===== src/rtl/serial_frame_pkg.sv =====
// Shared types and defaults for the serial frame receiver.
// Imported by the shift register and the receiver top.
package serial_frame_pkg;

    typedef enum logic {
        HUNT = 1'b0,
        DATA = 1'b1
    } state_e;

    localparam int unsigned SYNC_W_DEF = 8;
    localparam logic [7:0]  SYNC_DEF   = 8'hA5;
    localparam int unsigned DATA_W_DEF = 8;
    localparam int unsigned CNT_W_DEF  = 16;

endpackage


===== src/rtl/serial_shift_reg.sv =====
// Serial-in / parallel-out shift register, new bit enters the LSB.
// Synchronous clear has priority over shifting.
module serial_shift_reg #(
    parameter int unsigned W = 8
) (
    input  logic         clk,
    input  logic         rst_n,
    input  logic         en_i,
    input  logic         clr_i,
    input  logic         sin_i,
    output logic [W-1:0] q_o
);

    logic [W-1:0] sr_q;
    logic [W-1:0] sr_d;

    // Next contents: clear, shift, or hold
    always_comb begin
        sr_d = sr_q;
        if (clr_i) begin
            sr_d = '0;
        end else if (en_i) begin
            sr_d = {sr_q[W-2:0], sin_i};
        end
    end

    // Register with asynchronous reset
    always_ff @(posedge clk or negedge rst_n) begin
        if (!rst_n) begin
            sr_q <= '0;
        end else begin
            sr_q <= sr_d;
        end
    end

    assign q_o = sr_q;

endmodule


===== src/rtl/serial_frame_rx.sv =====
// Serial frame receiver: hunts for a sync word, then deserializes
// a fixed-length payload; also flags complement violations on d/dn.
module serial_frame_rx
    import serial_frame_pkg::*;
#(
    parameter int unsigned        SYNC_W = SYNC_W_DEF,
    parameter logic [SYNC_W-1:0]  SYNC   = SYNC_DEF,
    parameter int unsigned        DATA_W = DATA_W_DEF,
    parameter int unsigned        CNT_W  = CNT_W_DEF
) (
    input  logic              clk,
    input  logic              rst_n,
    input  logic              d,
    input  logic              dn,
    input  logic              clr,
    output logic [DATA_W-1:0] data_out,
    output logic              data_valid,
    output logic              sync_det,
    output logic              comp_err,
    output logic [CNT_W-1:0]  frame_cnt
);

    localparam int unsigned FW = $clog2(SYNC_W + 1);
    localparam int unsigned BW = (DATA_W > 1) ? $clog2(DATA_W) : 1;

    state_e state_q;
    state_e state_d;

    logic [FW-1:0] fill_q;
    logic [FW-1:0] fill_d;
    logic [BW-1:0] bit_q;
    logic [BW-1:0] bit_d;

    logic [DATA_W-1:0] data_out_q;
    logic [DATA_W-1:0] data_out_d;
    logic              data_valid_q;
    logic              data_valid_d;
    logic              sync_det_q;
    logic              sync_det_d;
    logic              comp_err_q;
    logic              comp_err_d;
    logic [CNT_W-1:0]  frame_cnt_q;
    logic [CNT_W-1:0]  frame_cnt_d;

    logic [SYNC_W-1:0] hunt_q;
    logic [DATA_W-1:0] pay_q;
    logic [SYNC_W-1:0] hunt_nxt;
    logic [DATA_W-1:0] pay_nxt;
    logic              in_hunt;
    logic              in_data;
    logic              match;
    logic              last;

    assign in_hunt  = (state_q == HUNT);
    assign in_data  = (state_q == DATA);
    assign hunt_nxt = {hunt_q[SYNC_W-2:0], d};
    assign pay_nxt  = {pay_q[DATA_W-2:0], d};

    // Fill must include the current bit so stale zeros never match
    assign match = in_hunt
                && (fill_q >= FW'(SYNC_W - 1))
                && (hunt_nxt == SYNC);

    assign last = in_data && (bit_q == BW'(DATA_W - 1));

    serial_shift_reg #(
        .W (SYNC_W)
    ) u_hunt (
        .clk   (clk),
        .rst_n (rst_n),
        .en_i  (in_hunt),
        .clr_i (last),
        .sin_i (d),
        .q_o   (hunt_q)
    );

    serial_shift_reg #(
        .W (DATA_W)
    ) u_pay (
        .clk   (clk),
        .rst_n (rst_n),
        .en_i  (in_data),
        .clr_i (1'b0),
        .sin_i (d),
        .q_o   (pay_q)
    );

    // FSM state register
    always_ff @(posedge clk or negedge rst_n) begin
        if (!rst_n) begin
            state_q <= HUNT;
        end else begin
            state_q <= state_d;
        end
    end

    // FSM next-state logic
    always_comb begin
        state_d = state_q;
        unique case (state_q)
            HUNT: if (match) state_d = DATA;
            DATA: if (last)  state_d = HUNT;
            default: state_d = HUNT;
        endcase
    end

    // Next values for counters, flags and output registers
    always_comb begin
        fill_d       = fill_q;
        bit_d        = bit_q;
        sync_det_d   = match;
        data_valid_d = last;
        data_out_d   = data_out_q;
        frame_cnt_d  = frame_cnt_q;
        comp_err_d   = comp_err_q;

        if (last) begin
            fill_d = '0;
        end else if (in_hunt && (fill_q != FW'(SYNC_W))) begin
            fill_d = fill_q + FW'(1);
        end

        if (match || last) begin
            bit_d = '0;
        end else if (in_data) begin
            bit_d = bit_q + BW'(1);
        end

        if (last) begin
            data_out_d = pay_nxt;
            if (frame_cnt_q != '1) begin
                frame_cnt_d = frame_cnt_q + CNT_W'(1);
            end
        end

        if (d == dn) begin
            comp_err_d = 1'b1;
        end else if (clr) begin
            comp_err_d = 1'b0;
        end
    end

    // Counter and output registers
    always_ff @(posedge clk or negedge rst_n) begin
        if (!rst_n) begin
            fill_q       <= '0;
            bit_q        <= '0;
            sync_det_q   <= 1'b0;
            data_valid_q <= 1'b0;
            data_out_q   <= '0;
            frame_cnt_q  <= '0;
            comp_err_q   <= 1'b0;
        end else begin
            fill_q       <= fill_d;
            bit_q        <= bit_d;
            sync_det_q   <= sync_det_d;
            data_valid_q <= data_valid_d;
            data_out_q   <= data_out_d;
            frame_cnt_q  <= frame_cnt_d;
            comp_err_q   <= comp_err_d;
        end
    end

    assign data_out   = data_out_q;
    assign data_valid = data_valid_q;
    assign sync_det   = sync_det_q;
    assign comp_err   = comp_err_q;
    assign frame_cnt  = frame_cnt_q;

endmodule


===== config.mk =====
export PLATFORM = sky130hd
export DESIGN_NAME = serial_frame_rx
export DESIGN_NICKNAME = d
export VERILOG_FILES = /design/src/rtl/serial_frame_pkg.sv /design/src/rtl/serial_shift_reg.sv /design/src/rtl/serial_frame_rx.sv
export SDC_FILE = /design/constraint.sdc
export NUM_CORES = 1
export LEC_CHECK = 0
export ABC_CLOCK_PERIOD_IN_PS = 3650
export CORE_ASPECT_RATIO = 1.1
export CORE_UTILIZATION = 35
export CTS_CLUSTER_SIZE = 25
export DETAILED_ROUTE_END_ITERATION = 8
export PLACE_DENSITY = 0.6
export SETUP_SLACK_MARGIN = 0.1
export SYNTH_ARGS = -nofsm -noshare
export SYNTH_HDL_FRONTEND = slang
export SYNTH_HIERARCHICAL = 1
export SYNTH_SLANG_ARGS = --single-unit

===== constraint.sdc =====
create_clock -name clk -period 3.65 [get_ports clk]
set_input_delay 0.5475 -clock clk [delete_from_list [all_inputs] [get_ports clk]]
set_output_delay 0.5475 -clock clk [all_outputs]
set_load 0.005 [all_outputs]

==> results.sh, run 1 <==
export IMPL_ctsLongestPathBuffers=2
export IMPL_min_period_over_period=0.587
export IMPL_grt_met3_usage=0.0351
export IMPL_drt_iter0_drc=32
export IMPL_cp_end_kind="flip-flop"
export IMPL_floorplan_rows=30
export IMPL_grt_met2_usage=0.221
export IMPL_fmax_mhz=467
export IMPL_cts_hold_repair_buffers=0
export IMPL_maxSlewViolCount=0
export IMPL_max_slew_margin_rel=0.454
export IMPL_final_min_clock_period_ps=2140
export IMPL_cp_start_kind="flip-flop"
export IMPL_grt_max_degree=29
export IMPL_final_common_cell="dfrtp_1"
export IMPL_critPathMaxFanout=23
export IMPL_syn_nets=203
export IMPL_clk_transition_reported_paths_ps=100
export IMPL_clk_insertion_delay_late_ps=300
export IMPL_globalplace_congestion=0.790
export IMPL_most_frequent_cells_in_the_layout="49 x dfrtp_1, 30 x clkdlybuf4s50_1, 21 x nor2_1, 15 x mux2i_1, 10 x nand2_1"
export IMPL_post_place_ws_ps=1480
export IMPL_unrepaired_setup_endpoints_after_global_routing="no"
export IMPL_tritoncts_clock_tree="done"
export IMPL_num_vias=1524
export IMPL_clock_tree_root_cell="clkbuf_8"
export IMPL_design_die_area_um2=6740
export IMPL_track_usage=0.137
export IMPL_first_pass_iters=4
export IMPL_design_portCount=32
export IMPL_cap_viol_max_count=0
export IMPL_grt_busiest_layer="met2"
export IMPL_multi_input_area_um2=948
export IMPL_start_util=0.362
export IMPL_vias_in_the_first_global_route=1461
export IMPL_cts_setup_buffers=0
export IMPL_timing_hold_worst_class="in2async"
export IMPL_numCtsBuffers=5
export IMPL_cellPowerDensity_nw_per_um2=503
export IMPL_netlist_area_um2=2240
export IMPL_wire_per_inst_um=13.4
export IMPL_antenna_viol_nets_final=0
export IMPL_finalSetupViolCount=0
export IMPL_area_added_between_synthesis_and_finish_pct=20.8
export IMPL_setup_slack_of_the_critical_path_after_layout_ps=1510
export IMPL_totalWireLength_um=4100
export IMPL_tns_ps=0
export IMPL_report_final_hold_viol_count=0
export IMPL_cts_htree_levels=2
export IMPL_critPathArrivalTime_ps=2330
export IMPL_synth_warnings=6
export IMPL_synth_cells=193
export IMPL_num_nets_final=235
export IMPL_outcome="finished, final reports clean"
export IMPL_die_height_um=86.0
export IMPL_fillerInstances=596
export IMPL_clock_sinks=49
export IMPL_hpwlAfterDp_um=2890
export IMPL_drcViolationCount=0
export IMPL_initial_antenna_violation_count=0
export IMPL_layout_area_seq_um2=1230
export IMPL_vias_per_cell=4.98
export IMPL_ctsResizeCount=0
export IMPL_io_buffers=31
export IMPL_timing_critical_path_required_ps=3840
export IMPL_totalPowerFinal_mw=1.36
export IMPL_leakagePower_nw=1.24
export IMPL_peakVddDrop_v=0.000240
export IMPL_floorplan_die_width_um=78.4
export IMPL_design_core_area_um2=6190
export IMPL_finish_utilization=0.438
export IMPL_antenna_diode_count=0
export IMPL_syn_area_per_cell_um2=11.6
export IMPL_worstSetupPathType="reg2reg"
export IMPL_drive_gt1_frac=0.111
export IMPL_grt_pass1_wl_um=7120
export IMPL_globalRoute_totalOverflow=0
export IMPL_clock_skew_ps=16.3
export IMPL_whs_ps=194
export IMPL_grt_met1_usage=0.180
export IMPL_worstMarginPinSlew_ps=819
-- worst max-delay path, stage by stage (launching register included) --
cell     delay, ps
dfrtp_1        880
nand2_1        410
inv_2          380
mux2_2         370
-- layer usage --
layer / vias up / part of all wire
li1: 747 / -
met1: 746 / 0.49
met2: 29 / 0.48
met3: 2 / 0.027
met4: 0 / 0.0066
met5: - / 0
-- registers in the layout, indices dropped and copies added (netlist names) --
| register | flops |
|---|---|
| u_pay/q_o | 7 |
| sync_det | 1 |
| comp_err | 1 |
| in_data | 1 |
| data_out | 8 |
| bit_q | 3 |
| fill_q | 4 |
| data_valid | 1 |
| u_hunt/q_o | 7 |
| frame_cnt | 16 |
-- power breakdown --
| part | total (mW) | internal, mW | switching, mW |
|---|---|---|---|
| sequential | 0.743 | 0.634 | 0.109 |
| combinational | 0.283 | 0.158 | 0.125 |
| clock | 0.338 | 0.156 | 0.182 |
-- per-stage QoR --
| stage | cells | cell area [um^2] |
|---|---|---|
| after floorplan | 193 | 2240 |
| after global placement | 298 | 2610 |
| after detailed placement | 298 | 2610 |
| after CTS | 306 | 2710 |
| after global routing | 306 | 2710 |
| final | 306 | 2710 |
-- worst paths after layout --
kind / startpoint / endpoint / slack, ps / cells after the start
setup / recovery: in_data / data_out[6] / 1510 / 3
min in group clk: data_out[7] / data_out[7] / 510 / 1
max in group asynchronous: rst_n / fill_q[3] / 2720 / 2
hold / removal: rst_n / u_hunt/q_o[0] / 190 / 1
setup reg to reg: in_data / data_out[6] / 1510 / 3
hold reg to reg: data_out[7] / data_out[7] / 510 / 1
-- area by class of cell --
type / instances / area share
flip-flops and latches: 49 / 0.452
multi-input cells: 130 / 0.350
repair buffers: 32 / 0.115
well taps: 80 / 0.0369
clock buffers: 6 / 0.0304
inverters: 7 / 0.00969
clock inverters: 2 / 0.00600
Note: power is estimated with default switching activity, not from simulation.
==> run 2: changes to the inputs <==
--- a/config.mk
+++ b/config.mk
@@ -5,7 +5,7 @@
 export SDC_FILE = /design/constraint.sdc
 export NUM_CORES = 1
 export LEC_CHECK = 0
-export ABC_CLOCK_PERIOD_IN_PS = 3650
+export ABC_CLOCK_PERIOD_IN_PS = 2100
 export CORE_ASPECT_RATIO = 1.1
 export CORE_UTILIZATION = 35
 export CTS_CLUSTER_SIZE = 25
==> constraint.sdc (replaced) <==
create_clock -name clk -period 2.1 [get_ports clk]
set_input_delay 0.315 -clock clk [delete_from_list [all_inputs] [get_ports clk]]
set_output_delay 0.315 -clock clk [all_outputs]
set_load 0.005 [all_outputs]
==> results.sh, run 2 (synthesis gave the netlist of run 1 again) <==
export IMPL_timing_hold_worst_class="in2async"
export IMPL_peakVddDrop_v=0.000611
export IMPL_finish_utilization=0.450
export IMPL_finalSetupViolCount=0
export IMPL_num_vias=1509
export IMPL_report_final_hold_viol_count=0
export IMPL_cp_end_kind="flip-flop"
export IMPL_design_portCount=32
export IMPL_grt_max_degree=31
export IMPL_globalRoute_totalOverflow=0
export IMPL_vias_per_cell=4.87
export IMPL_drive_gt1_frac=0.135
export IMPL_clk_transition_reported_paths_ps=100
export IMPL_floorplan_die_width_um=78.4
export IMPL_maxSlewViolCount=0
export IMPL_clk_insertion_delay_late_ps=300
export IMPL_finalNonFillerCells=310
export IMPL_critical_path_buf_inv_count=0
export IMPL_fmax_mhz=536
export IMPL_worstMarginPinSlew_ps=683
export IMPL_min_period_over_period=0.888
export IMPL_post_place_ws_ps=158
export IMPL_cellPowerDensity_nw_per_um2=935
export IMPL_critical_path_max_stage_delay_ps=380
export IMPL_first_pass_iters=4
export IMPL_cp_start_kind="flip-flop"
export IMPL_max_slew_margin_rel=0.545
export IMPL_drcViolationCount=0
export IMPL_io_buffers=31
export IMPL_largest_reg_flops=16
export IMPL_cts_htree_levels=2
export IMPL_number_of_cells_after_detailed_placement=302
export IMPL_cap_viol_max_count=0
export IMPL_critPathMostFrequentCell="ha_1"
export IMPL_slowest_stage="dfrtp_1"
export IMPL_tns_ps=0
export IMPL_vias_in_the_first_global_route=1490
export IMPL_totalPowerFinal_mw=2.61
export IMPL_grt_pass1_wl_um=7230
export IMPL_critPathArrivalTime_ps=2050
export IMPL_area_added_between_synthesis_and_finish_pct=24.2
export IMPL_antenna_diode_count=0
export IMPL_cts_setup_buffers=0
export IMPL_leakagePower_nw=1.28
export IMPL_switching_share=0.284
export IMPL_unrepaired_setup_endpoints_after_global_routing="yes"
export IMPL_track_usage=0.139
export IMPL_final_common_cell="dfrtp_1"
export IMPL_clkPwrFrac=0.308
export IMPL_ctsResizeCount=0
export IMPL_power_share_combinational=0.217
export IMPL_setup_slack_of_the_critical_path_after_layout_ps=235
export IMPL_power_switching_mw=0.740
export IMPL_num_nets_final=239
export IMPL_worst_path_cell_trace="ha_1 -> ha_1 -> nand4_1 -> nor3_2 -> nand3_1 -> mux2_1"
export IMPL_drt_iter0_drc=110
export IMPL_die_height_um=86.0
export IMPL_ctsLongestPathBuffers=2
export IMPL_timing_critical_path_required_ps=2280
export IMPL_wire_per_inst_um=13.3
export IMPL_cts_hold_repair_buffers=0
export IMPL_hpwlAfterDp_um=2890
export IMPL_clock_sinks=49
export IMPL_design_die_area_um2=6740
export IMPL_numCtsBuffers=5
export IMPL_initial_antenna_violation_count=0
export IMPL_worstSetupPathType="reg2reg"
export IMPL_clock_skew_ps=9.81
export IMPL_crit_family="simple AND/OR/NAND/NOR gates"
export IMPL_final_min_clock_period_ps=1860
export IMPL_totalWireLength_um=4120
export IMPL_tritoncts_clock_tree="done"
export IMPL_power_internal_mw=1.87
export IMPL_start_util=0.362
export IMPL_design_core_area_um2=6190
export IMPL_most_frequent_cells_in_the_layout="49 x dfrtp_1, 30 x clkdlybuf4s50_1, 20 x nor2_1, 15 x mux2i_1"
export IMPL_outcome="finished, final reports clean"
export IMPL_globalplace_congestion=0.735
export IMPL_critPathMaxFanout=9
export IMPL_pwr_share_seq=0.475
export IMPL_clock_tree_root_cell="clkbuf_8"
export IMPL_antenna_viol_nets_final=0
export IMPL_floorplan_rows=30
==> run 2: cell types whose count changed in the layout (fill, tap and decap cells not counted), sizes merged <==
| cell | delta |
|---|---|
| buf | +4 |
| clkinvlp | -1 |
| bufinv | +2 |
| clkbuf | -1 |
==> run 2: path summary, 6_finish.rpt <==
path	cells past startpoint	end	startpoint	slack, ps
setup / recovery	6	frame_cnt[12]	bit_q[1]	240
hold / removal	1	u_pay/q_o[0]	rst_n	50
setup reg to reg	6	frame_cnt[12]	bit_q[1]	240
hold reg to reg	1	data_out[3]	data_out[3]	510
max in group asynchronous	2	frame_cnt[8]	rst_n	1430
min in group clk	1	data_out[3]	data_out[3]	510
==> run 2: stage by stage <==
step / area (um^2) / hold slack (ps)
after floorplan: 2240 / 19.4
after global placement: 2640 / 404
after detailed placement: 2640 / 415
after CTS: 2780 / 67.5
after global routing: 2790 / 103
final: 2790 / 45.2
==> run 2: area by class of cell <==
type	instances	area, um^2
clock buffer	5	68.8
clock inverter	3	68.8
fill	577	3400
inverter	7	28.8
multi-input combinational	130	953
sequential	49	1230
tap	80	100
timing repair buffer	36	343
==> run 2: routing by layer <==
metal  part of all wire  GRT usage
met2               0.47      0.217
met1               0.48      0.184
met4              0.013     0.0572
met3              0.037     0.0340
met5                  0          0
==> run 2: power by group through the flow <==
stage          sequential [mW]  clock [mW]  combinational (mW)
2_1_floorplan             1.22           0               0.455
3_3_place_gp              1.25           0               0.554
3_5_place_dp              1.25           0               0.571
4_1_cts                   1.24       0.825               0.574
5_1_grt                   1.26       0.867               0.633
6_report                  1.24       0.802               0.566
==> run 3: changes to the inputs <==
--- a/config.mk
+++ b/config.mk
@@ -8,7 +8,7 @@
 export ABC_CLOCK_PERIOD_IN_PS = 2100
 export CORE_ASPECT_RATIO = 1.1
 export CORE_UTILIZATION = 35
-export CTS_CLUSTER_SIZE = 25
+export CTS_CLUSTER_SIZE = 10
 export DETAILED_ROUTE_END_ITERATION = 8
 export PLACE_DENSITY = 0.6
 export SETUP_SLACK_MARGIN = 0.1
==> results of run 3 <==
Final layout, timing and power as in run 2 (identical DEF).
